**src/rtl/perf_latmon_if.sv**
```systemverilog
// perf_latmon_if: Wishbone slave register port plus the observed master handshake
interface perf_latmon_if;
    logic        s_cyc_i;
    logic        s_stb_i;
    logic        s_we_i;
    logic [31:0] s_adr_i;
    logic [31:0] s_dat_i;
    logic [31:0] s_dat_o;
    logic        s_ack_o;
    logic        s_rty_o;
    logic        s_err_o;
    logic        m_cyc;
    logic        m_stb;
    logic        m_ack;

    modport slave (
        input  s_cyc_i, s_stb_i, s_we_i, s_adr_i, s_dat_i, m_cyc, m_stb, m_ack,
        output s_dat_o, s_ack_o, s_rty_o, s_err_o
    );

    modport master (
        output s_cyc_i, s_stb_i, s_we_i, s_adr_i, s_dat_i, m_cyc, m_stb, m_ack,
        input  s_dat_o, s_ack_o, s_rty_o, s_err_o
    );
endinterface

```
**src/rtl/perf_latmon.sv**
```systemverilog
// perf_latmon: measures per-transaction latency of an observed bus, exposes statistics over Wishbone
module perf_latmon #(
    parameter logic [31:0] BASE_ADR = 32'h99000020,
    parameter int          LAT_W    = 16
) (
    input logic          clk,
    input logic          rst_n,
    perf_latmon_if.slave bus
);
    typedef enum logic {IDLE, WAIT} state_t;
    localparam logic [LAT_W-1:0] LAT_SAT = '1;

    state_t           state;
    logic [LAT_W-1:0] lat;
    logic [LAT_W-1:0] lat_inc;
    logic [LAT_W-1:0] fin_lat;
    logic [LAT_W-1:0] lat_max;
    logic [31:0]      txn_cnt;
    logic [31:0]      lat_sum;
    logic [31:0]      lat_min;
    logic [31:0]      fin_ext;
    logic [32:0]      sum_ext;
    logic             enable;
    logic             ovf;
    logic             ack;
    logic             addr_match;
    logic             wr;
    logic             clear;
    logic             req;
    logic             done;
    logic [2:0]       idx;
    logic             unused;

    assign idx         = bus.s_adr_i[4:2];
    assign addr_match  = bus.s_adr_i[31:5] == BASE_ADR[31:5];
    assign wr          = ack && bus.s_cyc_i && bus.s_stb_i && bus.s_we_i && addr_match;
    assign clear       = wr && idx == 3'd0 && bus.s_dat_i[1];
    assign req         = bus.m_cyc && bus.m_stb;
    assign lat_inc     = lat == LAT_SAT ? lat : lat + 1'b1;
    // An ack in IDLE is a single-cycle transaction; in WAIT the ack cycle itself still counts
    assign done        = enable && bus.m_ack && (state == WAIT || req);
    assign fin_lat     = state == WAIT ? lat_inc : LAT_W'(1);
    assign fin_ext     = 32'(fin_lat);
    assign sum_ext     = {1'b0, lat_sum} + {1'b0, fin_ext};
    assign bus.s_ack_o = ack;
    assign bus.s_rty_o = 1'b0;
    assign bus.s_err_o = 1'b0;
    assign unused      = ^{bus.s_dat_i[31:2], bus.s_adr_i[1:0]};

    // Track one monitored transaction at a time and count its cycles
    always_ff @(posedge clk or negedge rst_n) begin
        if (!rst_n) begin
            state <= IDLE;
            lat   <= '0;
        end else if (clear || !enable) begin
            state <= IDLE;
        end else if (state == IDLE) begin
            if (req && !bus.m_ack) begin
                state <= WAIT;
                lat   <= LAT_W'(1);
            end
        end else if (bus.m_ack || !bus.m_cyc) begin
            state <= IDLE;
        end else begin
            lat <= lat_inc;
        end
    end

    // Fold each completed transaction into the statistics; CLEAR wins over a completion
    always_ff @(posedge clk or negedge rst_n) begin
        if (!rst_n) begin
            txn_cnt <= '0;
            lat_sum <= '0;
            lat_max <= '0;
            lat_min <= '1;
            ovf     <= 1'b0;
        end else if (clear) begin
            txn_cnt <= '0;
            lat_sum <= '0;
            lat_max <= '0;
            lat_min <= '1;
            ovf     <= 1'b0;
        end else if (done) begin
            txn_cnt <= txn_cnt + 1'b1;
            lat_sum <= sum_ext[32] ? '1 : sum_ext[31:0];
            ovf     <= ovf | sum_ext[32];
            lat_max <= fin_lat > lat_max ? fin_lat : lat_max;
            lat_min <= fin_ext < lat_min ? fin_ext : lat_min;
        end
    end

    // Single-cycle slave ack that never repeats back to back, plus the ENABLE bit
    always_ff @(posedge clk or negedge rst_n) begin
        if (!rst_n) begin
            ack    <= 1'b0;
            enable <= 1'b0;
        end else begin
            ack <= bus.s_cyc_i && bus.s_stb_i && addr_match && !ack;
            if (wr && idx == 3'd0) enable <= bus.s_dat_i[0];
        end
    end

    // Combinational read mux over the register window
    always_comb begin
        case (idx)
            3'd0:    bus.s_dat_o = {31'b0, enable};
            3'd1:    bus.s_dat_o = txn_cnt;
            3'd2:    bus.s_dat_o = lat_sum;
            3'd3:    bus.s_dat_o = 32'(lat_max);
            3'd4:    bus.s_dat_o = lat_min;
            3'd5:    bus.s_dat_o = {30'b0, ovf, state == WAIT};
            default: bus.s_dat_o = '0;
        endcase
    end
endmodule

```
**src/flat_wrapper.sv**
```systemverilog
// flat-port wrapper written by rule: the top's interface ports become plain ports
module perf_latmon_flat 
#(
    parameter logic [31:0] BASE_ADR = 32'h99000020,
    parameter int          LAT_W    = 16
)
  (clk, rst_n, bus_s_cyc_i, bus_s_stb_i, bus_s_we_i, bus_s_adr_i, bus_s_dat_i, bus_m_cyc, bus_m_stb, bus_m_ack, bus_s_dat_o, bus_s_ack_o, bus_s_rty_o, bus_s_err_o);
  perf_latmon_if bus_i ();
  input logic clk;
  input logic rst_n;
  input wire logic [$bits(bus_i.s_cyc_i)-1:0] bus_s_cyc_i;
  input wire logic [$bits(bus_i.s_stb_i)-1:0] bus_s_stb_i;
  input wire logic [$bits(bus_i.s_we_i)-1:0] bus_s_we_i;
  input wire logic [$bits(bus_i.s_adr_i)-1:0] bus_s_adr_i;
  input wire logic [$bits(bus_i.s_dat_i)-1:0] bus_s_dat_i;
  input wire logic [$bits(bus_i.m_cyc)-1:0] bus_m_cyc;
  input wire logic [$bits(bus_i.m_stb)-1:0] bus_m_stb;
  input wire logic [$bits(bus_i.m_ack)-1:0] bus_m_ack;
  output wire logic [$bits(bus_i.s_dat_o)-1:0] bus_s_dat_o;
  output wire logic [$bits(bus_i.s_ack_o)-1:0] bus_s_ack_o;
  output wire logic [$bits(bus_i.s_rty_o)-1:0] bus_s_rty_o;
  output wire logic [$bits(bus_i.s_err_o)-1:0] bus_s_err_o;
  assign bus_i.s_cyc_i = bus_s_cyc_i;
  assign bus_i.s_stb_i = bus_s_stb_i;
  assign bus_i.s_we_i = bus_s_we_i;
  assign bus_i.s_adr_i = bus_s_adr_i;
  assign bus_i.s_dat_i = bus_s_dat_i;
  assign bus_i.m_cyc = bus_m_cyc;
  assign bus_i.m_stb = bus_m_stb;
  assign bus_i.m_ack = bus_m_ack;
  assign bus_s_dat_o = bus_i.s_dat_o;
  assign bus_s_ack_o = bus_i.s_ack_o;
  assign bus_s_rty_o = bus_i.s_rty_o;
  assign bus_s_err_o = bus_i.s_err_o;
  perf_latmon #(.BASE_ADR(BASE_ADR), .LAT_W(LAT_W)) u_core (.clk(clk), .rst_n(rst_n), .bus(bus_i));
endmodule
```
**config.mk**
```make
export PLATFORM = sky130hd
export DESIGN_NAME = perf_latmon_flat
export DESIGN_NICKNAME = d
export VERILOG_FILES = /design/src/rtl/perf_latmon_if.sv /design/src/rtl/perf_latmon.sv /design/src/flat_wrapper.sv
export SDC_FILE = /design/constraint.sdc
export NUM_CORES = 1
export LEC_CHECK = 0
export BUFFER_PORTS_ARGS = -buffer_cell sky130_fd_sc_hd__buf_2
export CAP_MARGIN = 20
export CORE_ASPECT_RATIO = 0.6
export CORE_MARGIN = 8
export CORE_UTILIZATION = 50
export CTS_BUF_LIST = sky130_fd_sc_hd__clkbuf_4
export DETAILED_ROUTE_END_ITERATION = 10
export HOLD_SLACK_MARGIN = 0.03
export PLACE_DENSITY = 0.83
export SYNTH_ARGS = -nofsm -noshare
export SYNTH_HDL_FRONTEND = slang
export SYNTH_SLANG_ARGS = --single-unit
```
**constraint.sdc**
```tcl
create_clock -name clk -period 4.48 [get_ports clk]
set_input_delay 0.672 -clock clk [delete_from_list [all_inputs] [get_ports clk]]
set_output_delay 0.672 -clock clk [all_outputs]
set_load 0.03 [all_outputs]
```
==> flow_summary.toml, run 1 <==
[synthesis]
yosys_warnings = 0
netlist_top_cells_area = "dfrtp_1 31%, ha_1 7.2%, dfstp_2 5.5%"
synth_area_leader_cell = "dfrtp_1"
synth_seq_area_share_pct = 36.23
synth.top_cell.area_share_pct = 30.74
syn_area_per_cell_um2 = 8.734
ys_ff_latch = 117
yosysMostFrequentCell = "dfrtp_1"
syn_inst = 932
synthArstFlopShare_pct = 100.0
synth_area_um2 = 8140
synth_edf_count = 0
synth_common_cells = "100 x dfrtp_1, 98 x nand2_1, 92 x nor2_1"
synthFlopType = "dfrtp_1"
synth_cell_type_count = 75

[clocking]
clk_pin_slew_worst_paths_ns = 0.12
cts.path.max_buffers = 2
htreeDepth = 4
cts.sinks = 117
cts-root-buf = "clkbuf_4"
clk_latency_ns = 0.54
cts_tree = "built"
cts_made_buffers = 17

[pwr]
leakagePower_nw = 4.276
power_density_nw_per_um2 = 214.1
power_switching_mw = 0.4981
internal-power_mw = 1.466
p_seq_share_pct = 53.8
p_clk_share_pct = 42.3
p_comb_share_pct = 3.9
switching_share_pct = 25.37
peakVddDrop_v = 0.0001380

[setup_path]
cp_num_buf_inv = 2
cp_cell_sequence = "and4_1 -> buf_4 -> nand4_2 -> or3_4 -> a21o_1 -> and2_1 -> fa_1 -> a21o_1 -> a221oi_1 -> o211ai_1 -> nand4_1 -> a311oi_1 -> buf_4 -> and3_1 -> a31oi_1 -> o21ai_0"
max_stage_delay_ns = 0.48
end_kind = "flip-flop"
path_class = "reg2reg"
crit_slowest_cell = "a221oi_1"
cp.arrival_ns = 4.69
crit_fanout = 9
required_ns = 4.90
critical-path-top-delay-family = "compound AO/OA/AOI/OAI gates"
worstSetupStartpointType = "flip-flop"

[sta]
hold_viol = 0
period_minus_slack_ns = 4.272
drv_slew = 0
tightestPinTransition_ns = 0.9729
fin_tns_setup_ns = 0
timing.final.crit_share_pct = 95.35
setup_viol = 0
fmax_mhz = 234.1
slew_headroom_pct = 35.07
skew_ns = 0.01977
rsz0062_at_grt = "no"

[cells_and_area]
drive_gt1_share_pct = 21.13
areaGrowthSynthToFinish_pct = 12.65
final_util_pct = 57.03
seq_area_um2 = 2950
multi_input_area_um2 = 4798
fin_nets = 1134
final_area_um2 = 9170
diodes = 0
nFillCells = 1408

[placed_design]
io_buffers = 72
dpl_cell_area_um2 = 8850
dp_hpwl_um = 18400
gp_congestion = 0.9550

[routing]
wl_per_cell_um = 20.35
drtIter0Drc = 994
viasPerCell = 6.286
ant_nets = 0
totalWireLength_um = 25150
drc = 0
dr.pass1.iters = 8
vias = 7769

[die]
die_w_um = 180.7
fp.dieH_um = 114.8
io_pins = 107
dieArea_um2 = 20750
start_util_pct = 50.62
num_rows = 36
core_area_um2 = 16080

[global_route]
grt_max_degree = 71
grt_antenna_before_repair = 0
grt_use_total_pct = 24.13
grt-ovfl-total = 0
grt_pass1_vias = 7371
grt_pass1_wl_um = 40160

[status]
status = "completed"

[flow_run]
cap_violations = 0

[worst_hold_path]
holdCritPathClass = "in2async"
==> through the flow <==
stage	setup slack [ns]	power [mW]	hold WS, ns	std cells
2_1_floorplan	0.7332	1.102	0.3764	933
3_3_place_gp	0.2542	1.151	0.4598	1203
3_5_place_dp	0.05666	1.153	0.4831	1203
4_1_cts	0.01122	1.971	0.2948	1235
5_1_grt	0.02461	2.021	0.3222	1236
6_report	0.2082	1.964	0.2735	1236
==> flip-flops by register name, summed over array words and instances, names as in the netlist <==
signal	flops
u_core.lat_max	16
u_core.lat_min	17
u_core.bus.s_ack_o	1
u_core.lat	16
u_core.ovf	1
u_core.lat_sum	32
u_core.enable	1
u_core.txn_cnt	32
u_core.state	1
==> final cells by class <==
class                      instances  share of cell area [%]
clock buffer                      18                   1.474
clock inverter                    14                   1.760
inverter                          41                   1.678
multi-input combinational        721                   52.33
sequential                       117                   32.17
tap                              209                   2.852
timing repair buffer             116                   7.736
==> power by group through the flow <==
stage | Sequential (mW) | Combinational, mW | Clock (mW)
2_1_floorplan | 1.08 | 0.0254 | 0
3_3_place_gp | 1.08 | 0.0750 | 0
3_5_place_dp | 1.08 | 0.0764 | 0
4_1_cts | 1.06 | 0.0767 | 0.838
5_1_grt | 1.06 | 0.0839 | 0.880
6_report | 1.06 | 0.0762 | 0.831
==> cell usage in the layout, fill, tap and decap left out, types with 3 or more instances in the layout <==
cell | Yosys | final
nor2_1 | 92 | 88
bufinv_16 | 0 | 3
ha_1 | 47 | 46
o21ai_0 | 71 | 71
a31oi_1 | 7 | 7
buf_4 | 3 | 43
o211a_1 | 3 | 3
a211oi_1 | 5 | 5
clkbuf_4 | 0 | 18
dfrtp_1 | 100 | 99
nor2_2 | 0 | 3
o311ai_0 | 14 | 13
or4_1 | 3 | 3
a21oi_1 | 39 | 39
nand4_1 | 26 | 26
xnor2_1 | 15 | 15
xor2_1 | 44 | 44
o22ai_1 | 3 | 3
nor2b_1 | 6 | 5
nand2_1 | 98 | 98
clkinv_2 | 0 | 3
buf_2 | 3 | 71
or2_2 | 2 | 3
mux2i_1 | 20 | 20
clkinvlp_4 | 0 | 3
nor4_1 | 6 | 6
nor3_1 | 12 | 12
and3_1 | 15 | 15
and4_1 | 7 | 7
inv_1 | 40 | 40
clkinv_4 | 0 | 3
a21o_1 | 13 | 13
or3_1 | 5 | 5
dfstp_2 | 17 | 17
and2_1 | 6 | 6
mux2_2 | 29 | 29
nand3_1 | 54 | 54
a22oi_1 | 31 | 31
==> final timing paths <==
check | slack, ns | to | cells after the start | startpoint
max | 0.21 | u_core.lat_sum[13] | 16 | u_core.lat[9]
min | 0.27 | u_core.txn_cnt[25] | 1 | rst_n
max reg2reg | 0.21 | u_core.lat_sum[13] | 16 | u_core.lat[9]
min reg2reg | 0.49 | u_core.bus.s_ack_o | 1 | u_core.bus.s_ack_o
max in group asynchronous | 3.26 | u_core.lat_min[14] | 2 | rst_n
min in group clk | 0.36 | u_core.enable | 2 | bus_s_dat_i[0]
==> logic make-up (layout without fill, tap and decap cells) <==
| logic type | count (synthesis) | count (layout) | synth area share [%] |
|---|---|---|---|
| adder cells (fa/ha/maj) | 48 | 48 | 7.470 |
| flip-flops | 117 | 117 | 36.23 |
| buffers and inverters | 95 | 189 | 5.180 |
| multiplexers | 50 | 50 | 6.748 |
| AND/OR/NAND/NOR | 348 | 348 | 20.78 |
| AO/OA/AOI/OAI | 214 | 214 | 17.20 |
| other | 1 | 2 | 0.04607 |
| XOR/XNOR | 59 | 59 | 6.348 |
==> worst register-to-register path, stage by stage, from the launching register on <==
cell and delay [ns]:
dfrtp_2 0.44, and4_1 0.23, buf_4 0.15, nand4_2 0.17
or3_4 0.39, a21o_1 0.25, and2_1 0.19, fa_1 0.40
a21o_1 0.23, a221oi_1 0.48, o211ai_1 0.17, nand4_1 0.14
a311oi_1 0.11, buf_4 0.19, and3_1 0.30, a31oi_1 0.21
o21ai_0 0.11
==> routing by layer <==
metal / track usage [%] / routed length, um / up-vias
met5: 0 / 0 / -
met3: 6.879 / 2821 / 47
met1: 34.58 / 11410 / 3734
met4: 6.250 / 461 / 0
li1: - / - / 3540
met2: 35.11 / 10460 / 448
==> timing repair <==
item / in CTS / in global routing
setup buffers: 0 / 0
gates resized for setup: 0 / 7
setup endpoints to repair: 0 / 36
hold buffers: 0 / 0
Power figures use the tool's default switching activity.
==> inputs of run 2 (changes only) <==
BUFFER_PORTS_ARGS = default   (was -buffer_cell sky130_fd_sc_hd__buf_2)
CELL_PAD_IN_SITES_DETAIL_PLACEMENT = 2   (was default)
CELL_PAD_IN_SITES_GLOBAL_PLACEMENT = 2   (was default)
CORE_UTILIZATION = 41   (was 50)
DONT_BUFFER_PORTS = 1   (was default)
PLACE_DENSITY = 0.95   (was 0.83)
==> run 2 against run 1 <==
Net effect:
- the flow now finishes with violations (setup timing)
- fmax fell by 5.0%
- utilization is 10 points lower
- register-to-register slack got worse by 0.23 ns
- sequential power about the same
- global-route usage is 7.4 points higher
- routed wire length grew 62%
- cell count up 1.2%
- power is 1.3% higher
- setup slack worse by 0.23 ns
- clock power grew 6.1%
- non-clock buffer count shrank 50
- critical path type unchanged
- critical endpoint is now u_core.lat_sum[16]
- highest routed layer unchanged
==> flow_summary.toml, run 2 (synthesized netlist as in run 1, its figures left out) <==
[status]
status = "complete, but fails checks"
violations = "setup timing"

[setup_path]
cp_cell_sequence = "and2_2 -> and4_1 -> nor2_1 -> buf_4 -> xnor2_1 -> nor2_2 -> ha_1 -> nand3_1 -> and2_1 -> o211ai_1 -> nand4_1 -> a311oi_2 -> buf_4 -> buf_4 -> a21oi_1 -> nor3_1"
critical-path-top-delay-family = "simple AND/OR/NAND/NOR gates"
rr_worst_depth = 16
cp_num_cells = 16
end_kind = "flip-flop"
cp_common_cell = "buf_4"
crit_slowest_cell = "ha_1"
worstSetupStartpointType = "flip-flop"
cp.arrival_ns = 5.00
crit_fanout = 7
max_stage_delay_ns = 0.52
cp_num_buf_inv = 3
required_ns = 4.98
path_class = "reg2reg"

[placed_design]
io_buffers = 0
place_inst = 1210
gp_congestion = 0.9454
dp_hpwl_um = 27580

[clocking]
htreeDepth = 4
cts.sinks = 117
clk_pin_slew_worst_paths_ns = 0.15
cts_tree = "built"
clk_latency_ns = 0.64
cts-root-buf = "clkbuf_4"
cts.path.max_buffers = 2
cts_made_buffers = 17

[global_route]
grt_max_degree = 118
grt-ovfl-total = 0
grt_use_total_pct = 31.52
grt_pass1_wl_um = 59130
grt_antenna_before_repair = 1
grt_pass1_vias = 9173

[sta]
skew_ns = 0.03831
period_minus_slack_ns = 4.498
drv_slew = 0
timing.hold.ws_ns = 0.1881
hold_viol = 0
setup_viol = 2
final.setup.worst_slack_ns = -0.01771
timing.final.crit_share_pct = 100.4
tightestPinTransition_ns = 1.126
fmax_mhz = 222.3
slew_headroom_pct = 24.12

[die]
fp.dieH_um = 125.1
start_util_pct = 41.28
die_w_um = 197.9
io_pins = 107
dieArea_um2 = 24770
num_rows = 40
core_area_um2 = 19720

[pwr]
power_density_nw_per_um2 = 215.5
leakagePower_nw = 4.099
peakVddDrop_v = 0.0001839
finalPower_mw = 1.990

[routing]
wl_met2_um = 18770
ant_nets = 0
vias = 8492
dr.pass1.iters = 5
m1WireLength_um = 16220
top_layer_used = "met4"
drc = 0
viasPerCell = 6.788
drtIter0Drc = 937
wl_met3_um = 3662
wl_per_cell_um = 32.47
totalWireLength_um = 40630

[flow_run]
cap_violations = 0

[worst_hold_path]
holdCritPathClass = "in2reg"
worstHoldPathCells = 1

[cells_and_area]
mostFrequentLayoutCells = "99 x dfrtp_1, 97 x nand2_1, 83 x nor2_1"
final_cell_count_no_fill = 1251
areaGrowthSynthToFinish_pct = 13.43
largestRegisters = "u_core.lat_sum: 32 flops, u_core.txn_cnt: 32 flops, u_core.lat_min: 17 flops"
final_util_pct = 46.83
final_common_cell = "dfrtp_1"
fin_nets = 1084
drive_gt1_share_pct = 20.06
run 2: per-layer routing:
layer / up-vias / GRT usage (%)
met5: - / 0
met4: 0 / 16.05
met3: 146 / 8.920
met2: 515 / 49.35
met1: 4410 / 39.22
li1: 3421 / -
run 2: worst reg2reg max path, cell delays in order (launching register included):
cell      delay, ns
dfrtp_1        0.48
and2_2         0.24
and4_1         0.26
nor2_1         0.32
buf_4          0.22
xnor2_1        0.22
nor2_2         0.16
ha_1           0.52
nand3_1        0.21
and2_1         0.23
o211ai_1       0.12
nand4_1        0.21
a311oi_2       0.42
buf_4          0.24
buf_4          0.12
a21oi_1        0.06
nor3_1         0.31
run 2: path summary, 6_finish.rpt:
path	from	endpoint	slack [ns]
max	u_core.lat[12]	u_core.lat_sum[16]	-0.02
min	bus_s_dat_i[0]	u_core.enable	0.19
max reg2reg	u_core.lat[12]	u_core.lat_sum[16]	-0.02
min reg2reg	u_core.lat_min[30]	u_core.lat_min[30]	0.53
max in group asynchronous	rst_n	u_core.lat[9]	3.22
min in group asynchronous	rst_n	u_core.lat_max[0]	0.71
run 2: layout make-up:
class / count / area, um2
Timing Repair Buffer: 66 / 525.5
Fill cell: 2176 / 10490
Tap cell: 273 / 341.6
Clock buffer: 20 / 150.1
Antenna cell: 1 / 2.502
Sequential cell: 117 / 2950
Multi-Input combinational cell: 721 / 4974
Inverter: 41 / 153.9
Clock inverter: 12 / 136.4
run 2: repair_timing:
action / 4_1_cts / 5_1_grt
pin swaps: 1 / 4
hold buffers: 2 / 0
resized for setup: 23 / 29
endpoints found under the hold margin: 117 / 0
gates cloned: 0 / 0
setup endpoints to repair: 50 / 64
setup buffers: 1 / 5
run 2: stage by stage:
stage | TNS [ns] | area (um2) | setup WS, ns
after floorplan | 0 | 8144 | 0.7332
final | -0.02113 | 9234 | -0.01771
after detailed placement | -4.234 | 8667 | -0.2468
after CTS | 0 | 9070 | 0.007068
after global placement | 0 | 8667 | 0.2804
after global routing | -0.5280 | 9234 | -0.07318
run 2: power breakdown:
group,switching (mW),internal (mW)
sequential,0.000000000159,1.06
combinational,0.0396,0.0110
clock,0.487,0.395
total,0.527,1.46
